==> src/rtl/pie_pkg.sv <==
// Shared state encoding and default parameters for the PIE command receiver.
package pie_pkg;
   localparam int CNT_W_DEF      = 12;
   localparam int DELIM_MIN_DEF  = 10;
   localparam int DELIM_MAX_DEF  = 20;
   localparam int TIMEOUT_DEF    = 1023;
   localparam int GLITCH_CNT_DEF = 3;

   typedef enum logic [2:0] {
      IDLE, DELIM, TARI, RTCAL, CAL_OR_DATA, DATA
   } pie_state_t;
endpackage

==> src/rtl/pie_edge_sync.sv <==
// Synchronizes the envelope input and emits registered rise/fall strobes and level.
// Optional stability filter on the synchronized level: PIE_GLITCH_FILTER_EN.
module pie_edge_sync
   import pie_pkg::*;
`ifdef PIE_GLITCH_FILTER_EN
#(
   parameter int GLITCH_CNT = GLITCH_CNT_DEF
)
`endif
(
   input  logic i_clk,
   input  logic i_reset,
   input  logic i_din,
   output logic o_rise,
   output logic o_fall,
   output logic o_level
);
   logic r_sync1, r_sync2, r_hist, r_rise, r_fall;
   logic w_lvl;

   always_ff @(posedge i_clk) begin
      if (i_reset) begin
         r_sync1 <= 1'b1;
         r_sync2 <= 1'b1;
      end else begin
         r_sync1 <= i_din;
         r_sync2 <= r_sync1;
      end
   end

`ifdef PIE_GLITCH_FILTER_EN
   localparam int GW = $clog2(GLITCH_CNT + 1);
   localparam logic [GW-1:0] G_LAST = GW'(GLITCH_CNT - 1);
   logic          r_filt;
   logic [GW-1:0] r_gcnt;

   // The level flips only once the new value has been seen GLITCH_CNT cycles in a row.
   always_ff @(posedge i_clk) begin
      if (i_reset) begin
         r_filt <= 1'b1;
         r_gcnt <= '0;
      end else if (r_sync2 == r_filt) begin
         r_gcnt <= '0;
      end else if (r_gcnt == G_LAST) begin
         r_filt <= r_sync2;
         r_gcnt <= '0;
      end else begin
         r_gcnt <= r_gcnt + 1'b1;
      end
   end
   assign w_lvl = r_filt;
`else
   assign w_lvl = r_sync2;
`endif

   always_ff @(posedge i_clk) begin
      if (i_reset) begin
         r_hist <= 1'b1;
         r_rise <= 1'b0;
         r_fall <= 1'b0;
      end else begin
         r_hist <= w_lvl;
         r_rise <= w_lvl & ~r_hist;
         r_fall <= ~w_lvl & r_hist;
      end
   end

   assign o_rise  = r_rise;
   assign o_fall  = r_fall;
   assign o_level = r_hist;
endmodule

==> src/rtl/pie_decoder.sv <==
// PIE reader-to-tag receiver: delimiter detect, Tari/RTcal/TRcal measurement, bit slicing.
// Optional input glitch filter: PIE_GLITCH_FILTER_EN.
module pie_decoder
   import pie_pkg::*;
#(
   parameter int CNT_W     = CNT_W_DEF,
   parameter int DELIM_MIN = DELIM_MIN_DEF,
   parameter int DELIM_MAX = DELIM_MAX_DEF,
   parameter int TIMEOUT   = TIMEOUT_DEF
`ifdef PIE_GLITCH_FILTER_EN
   , parameter int GLITCH_CNT = GLITCH_CNT_DEF
`endif
)(
   input  logic             i_clk,
   input  logic             i_reset,
   input  logic             i_enabled,
   input  logic             i_demod_in,
   output logic             o_bit_out,
   output logic             o_bit_valid,
   output logic             o_frame_start,
   output logic             o_frame_end,
   output logic             o_error,
   output logic [CNT_W-1:0] o_rtcal,
   output logic [CNT_W-1:0] o_trcal,
   output logic             o_trcal_valid
);
   localparam logic [CNT_W-1:0] C_DMIN = CNT_W'(DELIM_MIN);
   localparam logic [CNT_W-1:0] C_DMAX = CNT_W'(DELIM_MAX);
   localparam logic [CNT_W-1:0] C_TO   = CNT_W'(TIMEOUT);
   localparam logic [CNT_W-1:0] C_ONE  = CNT_W'(1);

   pie_state_t       r_state, w_nstate;
   logic [CNT_W-1:0] r_cnt, w_ncnt, r_tari, w_ntari;
   logic [CNT_W-1:0] r_rtcal, w_nrtcal, r_trcal, w_ntrcal, w_pivot;
   logic             r_trv, w_ntrv, r_got, w_ngot, r_bit, w_nbit;
   logic             r_bv, w_nbv, r_fs, w_nfs, r_fe, w_nfe, r_err, w_nerr;
   logic             w_rise, w_fall, w_level, w_tmo;

`ifdef PIE_GLITCH_FILTER_EN
   pie_edge_sync #(.GLITCH_CNT(GLITCH_CNT)) u_sync (
`else
   pie_edge_sync u_sync (
`endif
      .i_clk   (i_clk),
      .i_reset (i_reset),
      .i_din   (i_demod_in),
      .o_rise  (w_rise),
      .o_fall  (w_fall),
      .o_level (w_level)
   );

   assign w_pivot = r_rtcal >> 1;
   assign w_tmo   = ~w_rise && (r_cnt >= C_TO);

   always_comb begin
      w_nstate = r_state;
      w_ncnt   = (r_cnt == '1) ? r_cnt : r_cnt + C_ONE;
      w_ntari  = r_tari;
      w_nrtcal = r_rtcal;
      w_ntrcal = r_trcal;
      w_ntrv   = r_trv;
      w_ngot   = r_got;
      w_nbit   = r_bit;
      w_nbv    = 1'b0;
      w_nfs    = 1'b0;
      w_nfe    = 1'b0;
      w_nerr   = 1'b0;
      if (!i_enabled) begin
         w_nstate = IDLE;
      end else begin
         case (r_state)
            IDLE: if (w_fall) begin
               w_nstate = DELIM;
               w_ncnt   = C_ONE;
               w_ntrv   = 1'b0;
               w_ngot   = 1'b0;
            end
            DELIM: if (w_rise) begin
               w_ncnt = C_ONE;
               if (r_cnt >= C_DMIN && r_cnt <= C_DMAX) w_nstate = TARI;
               else begin
                  w_nstate = IDLE;
                  w_nerr   = 1'b1;
               end
            end else if (!w_level && r_cnt > C_DMAX) begin
               // Overlong delimiter is rejected without waiting for its rising edge.
               w_nstate = IDLE;
               w_nerr   = 1'b1;
            end
            TARI: if (w_rise) begin
               w_ntari  = r_cnt;
               w_ncnt   = C_ONE;
               w_nstate = RTCAL;
            end
            RTCAL: if (w_rise) begin
               w_ncnt = C_ONE;
               if (r_cnt > r_tari) begin
                  w_nrtcal = r_cnt;
                  w_nfs    = 1'b1;
                  w_nstate = CAL_OR_DATA;
               end else begin
                  w_nstate = IDLE;
                  w_nerr   = 1'b1;
               end
            end
            CAL_OR_DATA: if (w_rise) begin
               w_ncnt   = C_ONE;
               w_nstate = DATA;
               if (r_cnt > r_rtcal) begin
                  w_ntrcal = r_cnt;
                  w_ntrv   = 1'b1;
               end else begin
                  w_nbit = (r_cnt > w_pivot);
                  w_nbv  = 1'b1;
                  w_ngot = 1'b1;
               end
            end
            DATA: if (w_rise) begin
               if (r_cnt <= r_rtcal) begin
                  w_ncnt = C_ONE;
                  w_nbit = (r_cnt > w_pivot);
                  w_nbv  = 1'b1;
                  w_ngot = 1'b1;
               end else begin
                  w_nstate = IDLE;
                  w_nerr   = 1'b1;
               end
            end
            default: w_nstate = IDLE;
         endcase
         // A silent line ends the frame cleanly only if it carried data.
         if ((r_state inside {TARI, RTCAL, CAL_OR_DATA, DATA}) && w_tmo) begin
            w_nstate = IDLE;
            w_nfe    = r_got;
            w_nerr   = ~r_got;
         end
      end
   end

   always_ff @(posedge i_clk) begin
      if (i_reset) begin
         r_state <= IDLE;
         r_cnt   <= '0;
         r_tari  <= '0;
         r_rtcal <= '0;
         r_trcal <= '0;
         r_trv   <= 1'b0;
         r_got   <= 1'b0;
         r_bit   <= 1'b0;
         r_bv    <= 1'b0;
         r_fs    <= 1'b0;
         r_fe    <= 1'b0;
         r_err   <= 1'b0;
      end else begin
         r_state <= w_nstate;
         r_cnt   <= w_ncnt;
         r_tari  <= w_ntari;
         r_rtcal <= w_nrtcal;
         r_trcal <= w_ntrcal;
         r_trv   <= w_ntrv;
         r_got   <= w_ngot;
         r_bit   <= w_nbit;
         r_bv    <= w_nbv;
         r_fs    <= w_nfs;
         r_fe    <= w_nfe;
         r_err   <= w_nerr;
      end
   end

   assign o_bit_out     = r_bit;
   assign o_bit_valid   = r_bv;
   assign o_frame_start = r_fs;
   assign o_frame_end   = r_fe;
   assign o_error       = r_err;
   assign o_rtcal       = r_rtcal;
   assign o_trcal       = r_trcal;
   assign o_trcal_valid = r_trv;
endmodule

==> config.mk <==
export PLATFORM = sky130hd
export DESIGN_NAME = pie_decoder
export DESIGN_NICKNAME = d
export VERILOG_FILES = /design/src/rtl/pie_pkg.sv /design/src/rtl/pie_edge_sync.sv /design/src/rtl/pie_decoder.sv
export SDC_FILE = /design/constraint.sdc
export NUM_CORES = 1
export LEC_CHECK = 0
export CORE_MARGIN = 5
export CORE_UTILIZATION = 40
export CTS_CLUSTER_SIZE = 25
export DETAILED_ROUTE_END_ITERATION = 7
export MAX_ROUTING_LAYER = met4
export SETUP_SLACK_MARGIN = 0.1
export SLEW_MARGIN = 20
export SYNTH_ARGS = -nofsm -noshare
export SYNTH_HDL_FRONTEND = slang
export SYNTH_SLANG_ARGS = --single-unit
==> constraint.sdc <==
create_clock -name i_clk -period 4.96 [get_ports i_clk]
set_input_delay 0.496 -clock i_clk [delete_from_list [all_inputs] [get_ports i_clk]]
set_output_delay 0.496 -clock i_clk [all_outputs]
set_load 0.02 [all_outputs]
==> reports/summary.json, run 1 <==
{
  "yosys": {
    "syn-instance-count": 405,
    "synth_xor_area_share_pct": 2.16,
    "post-synth-top-area-fraction_pct": 34.5,
    "synth_top_family_by_area": "simple AND/OR/NAND/NOR gates",
    "synth_compound_area_share_pct": 13.1,
    "cells_taking_the_most_area_after_synthesis": "sky130_fd_sc_hd__dfxtp_1, sky130_fd_sc_hd__ha_1, sky130_fd_sc_hd__mux2i_1",
    "synth_warnings": 0,
    "ys.flop_type": "sky130_fd_sc_hd__dfxtp_1",
    "ys_top_cells_by_count": "sky130_fd_sc_hd__dfxtp_1, sky130_fd_sc_hd__nand2_1, sky130_fd_sc_hd__ha_1, sky130_fd_sc_hd__mux2i_1, sky130_fd_sc_hd__nor2_1",
    "synthAdderAreaFrac_pct": 12.7,
    "yosys-mux-area-fraction_pct": 9.86,
    "synthArstFlopShare_pct": 0,
    "synth.lib_cells_used.distinct": 59,
    "syn_area_um2": 3650,
    "ys_ff_latch": 63,
    "number_of_enable_flip_flop_cells_after_synthesis": 0,
    "yosysMostFrequentCell": "sky130_fd_sc_hd__dfxtp_1",
    "yosysTopAreaCell": "sky130_fd_sc_hd__dfxtp_1",
    "seq_area_frac_synth_pct": 34.5,
    "synth_fp_nets": 446,
    "synth_simple_gate_area_share_pct": 20.8,
    "syn_avg_cell_area_um2": 9.02
  },
  "routing": {
    "post-route-drc-count": 0,
    "vias_per_cell": 5.47,
    "drt-initial-drc-count": 150,
    "detailroute.via_count": 2966,
    "dr.pass1.iters": 4,
    "routed_wl_um": 8680,
    "route.detailed.wl_per_inst_um": 16.0,
    "route.antenna.remaining_nets": 0
  },
  "clock_network": {
    "cts.htree.levels": 3,
    "cts_resized": 0,
    "numClockSinks": 63,
    "setup_buffers_after_cts": 0,
    "cts_tree": "yes",
    "clock_tree.root_cell": "sky130_fd_sc_hd__clkbuf_8",
    "clock_latency_ns": 0.34,
    "cts_hold_buffers": 0,
    "clk_transition_reported_paths_ns": 0.07,
    "cts.path.max_buffers": 2,
    "cts_made_buffers": 9
  },
  "critical_path": {
    "critical_path_required_ns": 5.14,
    "last_element_of_the_critical_path": "r_cnt[10]",
    "r2r_slack_ns": 2.07,
    "timing.critical_path.arrival_ns": 3.07,
    "critical_path_class": "flop to flop",
    "crit-reg2reg-capture": "r_cnt[10]",
    "critPathLaunch": "r_cnt[3]",
    "worst_r2r_path_depth": 6,
    "crit_fanout": 11,
    "worst_setup_path_start_kind": "flop",
    "endpoint_kind": "flop",
    "worst_reg2reg_startpoint": "r_cnt[3]"
  },
  "placement": {
    "detailed_place.area_um2": 3990,
    "dp_cells": 526,
    "buffer_ports.inserted": 33,
    "finalWeightedCongestion": 0.880,
    "hpwl_um": 6250
  },
  "global_routing": {
    "wire_length_of_the_first_global_routing_pass_um": 14100,
    "pin_count_of_the_biggest_net_entering_global_routing": 42,
    "grt_overflow": 0,
    "grt_antenna_before_repair": 0,
    "grt_util_all_layers_pct": 16.3,
    "first_global_vias": 2872
  },
  "power_and_ir_drop": {
    "power_frac_seq_pct": 47.8,
    "power.combinational.fraction_pct": 8.6,
    "vdd_drop_max_mv": 0.156,
    "power_frac_clock_pct": 43.6,
    "switching_power_w": 0.000268,
    "swShare_pct": 24.6,
    "power.internal_w": 0.000821,
    "leakagePower_nw": 1.75,
    "power_per_cell_area_nw_per_um2": 259
  },
  "floorplan": {
    "io_pins": 34,
    "chipHeight_um": 106,
    "start_util_pct": 41.5,
    "dieWidth_um": 106,
    "core_area_um2": 8810,
    "dieArea_um2": 11100,
    "placementRows": 34
  },
  "job": {
    "drv.max_cap_violation_count": 0
  },
  "timing": {
    "worst-slew-pin-transition_ns": 1.04,
    "worst_clock_skew_ns": 0.00610,
    "finalHoldViolCount": 0,
    "post-route-min-period_ns": 2.89,
    "grt_setup_unrepaired": "false",
    "maxSlewViolCount": 0,
    "fin_tns_setup_ns": 0,
    "finalCritPeriodShare_pct": 58.2,
    "finalSetupViolCount": 0,
    "fmax_ghz": 0.346,
    "max_slew_margin_pct": 29.5
  },
  "min_path": {
    "min-delay-start": "u_sync.r_sync1",
    "worst_hold_path_type": "flop to flop"
  },
  "layout": {
    "syn_to_final_growth_pct": 14.9,
    "fin_nets": 470,
    "number_of_diodes": 0,
    "finish.instance_area_um2": 4200,
    "fin_cells": 542,
    "layout-drive-gt1-share_pct": 7.83
  },
  "outcome": {
    "status": "finished clean"
  }
}
## stage by stage
step	power [W]	hold WS, ns	utilization, %	setup slack [ns]
2_1_floorplan	0.000603	0.389	-	2.75
3_3_place_gp	0.000625	0.402	45.3	1.84
3_5_place_dp	0.000626	0.401	45.3	1.84
4_1_cts	0.00110	0.417	47.7	2.08
5_1_grt	0.00113	0.433	47.7	1.85
6_report	0.00109	0.414	47.7	2.07
## final cells by class
class	instances	area [um^2]
fill	853	4610
multi-input combinational	292	2140
sequential	63	1260
timing repair buffer	35	345
clock buffer	14	173
tap	108	135
inverter	28	105
clock inverter	2	37.5
## sequential cells by signal, indices dropped and copies added, names as in the netlist
register,count
o_trcal,12
r_state,3
o_rtcal,12
o_frame_end,1
u_sync.o_fall,1
u_sync.r_sync1,1
o_error,1
r_tari,12
o_frame_start,1
u_sync.r_sync2,1
o_bit_valid,1
u_sync.o_level,1
u_sync.o_rise,1
o_trcal_valid,1
r_cnt,12
o_bit_out,1
r_got,1
## metal layers
metal	up-vias	wire (um)	track usage (%)	part of all wire, %
li1	1475	-	-	-
met1	1420	4200	21.1	48
met2	62	3960	25.0	46
met3	9	415	3.97	4.8
met4	0	108	5.18	1.2
met5	-	0	-	0
## power by group through the flow
stage               combinational (W)  clock (W)  sequential (W)
floorplan                   0.0000776          0        0.000525
global placement            0.0000921          0        0.000533
detailed placement          0.0000934          0        0.000532
CTS                         0.0000940   0.000486        0.000521
global route                 0.000106   0.000506        0.000522
finish                      0.0000938   0.000474        0.000521
## cell families (layout without fill, tap and decap cells)
logic type	after synthesis	in the layout
adder cells (fa/ha/maj)	37	37
flip-flops	63	63
XOR/XNOR	9	9
multiplexers	36	36
AO/OA/AOI/OAI	66	66
buffers and inverters	50	79
AND/OR/NAND/NOR	144	144
## cell usage in the layout (no fill, tap or decap), drive strengths merged, types with 2 or more instances in the layout
master and n:
dfxtp 63, nand2 49, ha 37, mux2i 36
nor2 36, clkdlybuf4s50 33, inv 28, a21oi 21
clkbuf 14, nand4 12, nor2b 7, a211oi 7
nor3 7, xor2 7, nand3 7, o21ai 7
and4 7, and3 5, a21o 5, o211ai 4
o21a 4, a22oi 3, or2 3, nand2b 3
nor4 3, o22ai 2, xnor2 2, buf 2
## critical path: stages (launching register included)
cell and delay (ns):
sky130_fd_sc_hd__dfxtp_1 0.62, sky130_fd_sc_hd__ha_1 0.35, sky130_fd_sc_hd__a211oi_1 0.38, sky130_fd_sc_hd__a2bb2oi_4 0.11, sky130_fd_sc_hd__o21a_2 0.26, sky130_fd_sc_hd__a41oi_1 0.86, sky130_fd_sc_hd__nor3_1 0.14
## worst min path at each step
| stage | to | slack [ns] | depth (start not counted) |
|---|---|---|---|
| 5_1_grt | u_sync.r_sync2 | 0.43 | 1 |
| 6_report | u_sync.r_sync2 | 0.41 | 1 |
| 4_1_cts | u_sync.r_sync2 | 0.42 | 1 |
| 3_3_place_gp | u_sync.r_sync2 | 0.40 | 1 |
| 3_5_place_dp | u_sync.r_sync2 | 0.40 | 1 |
| 2_1_floorplan | u_sync.r_sync2 | 0.39 | 1 |
(Power assumes the default switching activity.)
==> run 2: changes to the inputs <==
==> constraint.sdc (replaced) <==
create_clock -name i_clk -period 3 [get_ports i_clk]
set_input_delay 0.3 -clock i_clk [delete_from_list [all_inputs] [get_ports i_clk]]
set_output_delay 0.3 -clock i_clk [all_outputs]
set_load 0.02 [all_outputs]
==> run 2 against run 1 <==
Clock power up 81%. Largest power group is now the clock network. Combinational power up 75%. Final area up 2.3%. Sequential share of layout area down 0.67 points.
==> reports/summary.json, run 2 (synthesis results as in run 1) <==
{
  "outcome": {
    "status": "finished clean"
  },
  "global_routing": {
    "grt_antenna_before_repair": 0,
    "pin_count_of_the_biggest_net_entering_global_routing": 25,
    "wire_length_of_the_first_global_routing_pass_um": 14600,
    "first_global_vias": 2923,
    "grt_overflow": 0,
    "grt_util_all_layers_pct": 16.8
  },
  "routing": {
    "vias_per_cell": 5.37,
    "route.detailed.wl_per_inst_um": 16.0,
    "drt-initial-drc-count": 170,
    "detailroute.via_count": 2960,
    "route.antenna.remaining_nets": 0,
    "dr.pass1.iters": 5,
    "routed_wl_um": 8830,
    "post-route-drc-count": 0
  },
  "timing": {
    "maxSlewViolCount": 0,
    "finalSetupViolCount": 0,
    "fmax_ghz": 0.384,
    "worst_clock_skew_ns": 0.0128,
    "finalCritPeriodShare_pct": 86.8,
    "post-route-min-period_ns": 2.60,
    "grt_setup_unrepaired": "false",
    "max_slew_margin_pct": 54.8,
    "worst-slew-pin-transition_ns": 0.677,
    "finalHoldViolCount": 0,
    "fin_tns_setup_ns": 0
  },
  "clock_network": {
    "cts_tree": "yes",
    "cts.path.max_buffers": 2,
    "cts_hold_buffers": 0,
    "clock_latency_ns": 0.34,
    "cts.htree.levels": 3,
    "cts_resized": 0,
    "setup_buffers_after_cts": 0,
    "clk_transition_reported_paths_ns": 0.07,
    "cts_made_buffers": 9,
    "clock_tree.root_cell": "sky130_fd_sc_hd__clkbuf_8",
    "numClockSinks": 63
  },
  "critical_path": {
    "timing.critical_path.arrival_ns": 2.86,
    "worst_setup_path_start_kind": "flop",
    "critical_path_required_ns": 3.26,
    "endpoint_kind": "flop",
    "critical_path_class": "flop to flop",
    "crit_fanout": 12
  },
  "floorplan": {
    "io_pins": 34,
    "dieArea_um2": 11100,
    "start_util_pct": 41.5,
    "placementRows": 34,
    "dieWidth_um": 106,
    "core_area_um2": 8810,
    "chipHeight_um": 106
  },
  "power_and_ir_drop": {
    "power_per_cell_area_nw_per_um2": 438,
    "leakagePower_nw": 1.82,
    "vdd_drop_max_mv": 0.281
  },
  "layout": {
    "fin_nets": 480,
    "final_cell_mix": "sky130_fd_sc_hd__dfxtp_1, sky130_fd_sc_hd__nand2_1, sky130_fd_sc_hd__ha_1",
    "layout-drive-gt1-share_pct": 10.2,
    "number_of_diodes": 0,
    "leading_cell_type_in_the_layout_fill_and_taps_excluded": "sky130_fd_sc_hd__dfxtp_1",
    "n_fill_cell": 841,
    "fin_cells": 551,
    "syn_to_final_growth_pct": 17.5
  },
  "placement": {
    "hpwl_um": 6410,
    "dp_cells": 536,
    "finalWeightedCongestion": 0.853,
    "buffer_ports.inserted": 33
  },
  "min_path": {
    "worst_hold_path_type": "flop to flop"
  },
  "job": {
    "drv.max_cap_violation_count": 0
  }
}
-- run 2: metal layers --
| layer | up-vias | share of wire [%] | wire length (um) | GRT usage [%] |
|---|---|---|---|---|
| li1 | 1494 | - | - | - |
| met2 | 78 | 45 | 3970 | 25.0 |
| met1 | 1380 | 49 | 4300 | 22.3 |
| met4 | 0 | 1.1 | 95 | 4.81 |
| met3 | 8 | 5.3 | 469 | 4.52 |
| met5 | - | 0 | 0 | - |
-- run 2: cell type report --
| type | count | area, um^2 | area share [%] |
|---|---|---|---|
| sequential | 63 | 1260 | 29.4 |
| inverter | 28 | 105 | 2.45 |
| clock inverter | 3 | 65.1 | 1.52 |
| tap | 108 | 135 | 3.15 |
| clock buffer | 12 | 165 | 3.85 |
| timing repair buffer | 45 | 420 | 9.79 |
| multi-input combinational | 292 | 2140 | 49.9 |
-- run 2: final timing paths --
check                                    start              to  slack (ns)  cells after the start
worst min-delay path            u_sync.r_sync1  u_sync.r_sync2        0.41                      1
worst min register to register  u_sync.r_sync1  u_sync.r_sync2        0.41                      1
worst max register to register       r_cnt[10]      o_rtcal[3]        0.40                      7
worst max-delay path                 r_cnt[10]      o_rtcal[3]        0.40                      7
-- run 2: critical path: stages, from the launching register on --
cell                      delay, ns
sky130_fd_sc_hd__dfxtp_1       0.62
sky130_fd_sc_hd__ha_1          0.33
sky130_fd_sc_hd__and4_1        0.22
sky130_fd_sc_hd__nand4_1       0.14
sky130_fd_sc_hd__nor2_1        0.08
sky130_fd_sc_hd__nor3_1        0.34
sky130_fd_sc_hd__nand4_2       0.50
sky130_fd_sc_hd__mux2i_1       0.30
-- run 2: power breakdown --
part           internal, W  total, W  switching [W]
Clock             0.000530  0.000858       0.000328
Sequential        0.000844  0.000857      0.0000135
Combinational    0.0000658  0.000164      0.0000977
-- run 2: metrics by stage --
stage / instance area (um^2) / total power (W) / hold slack (ns) / utilization [%] / worst slack (ns)
finish: 4290 / 0.00188 / 0.411 / 48.8 / 0.396
global route: 4290 / 0.00197 / 0.442 / 48.8 / 0.211
floorplan: 3650 / 0.000997 / 0.389 / - / 0.789
CTS: 4290 / 0.00190 / 0.413 / 48.8 / 0.387
detailed placement: 4060 / 0.00104 / 0.397 / 46.1 / 0.434
global placement: 4060 / 0.00104 / 0.396 / 46.1 / 0.565
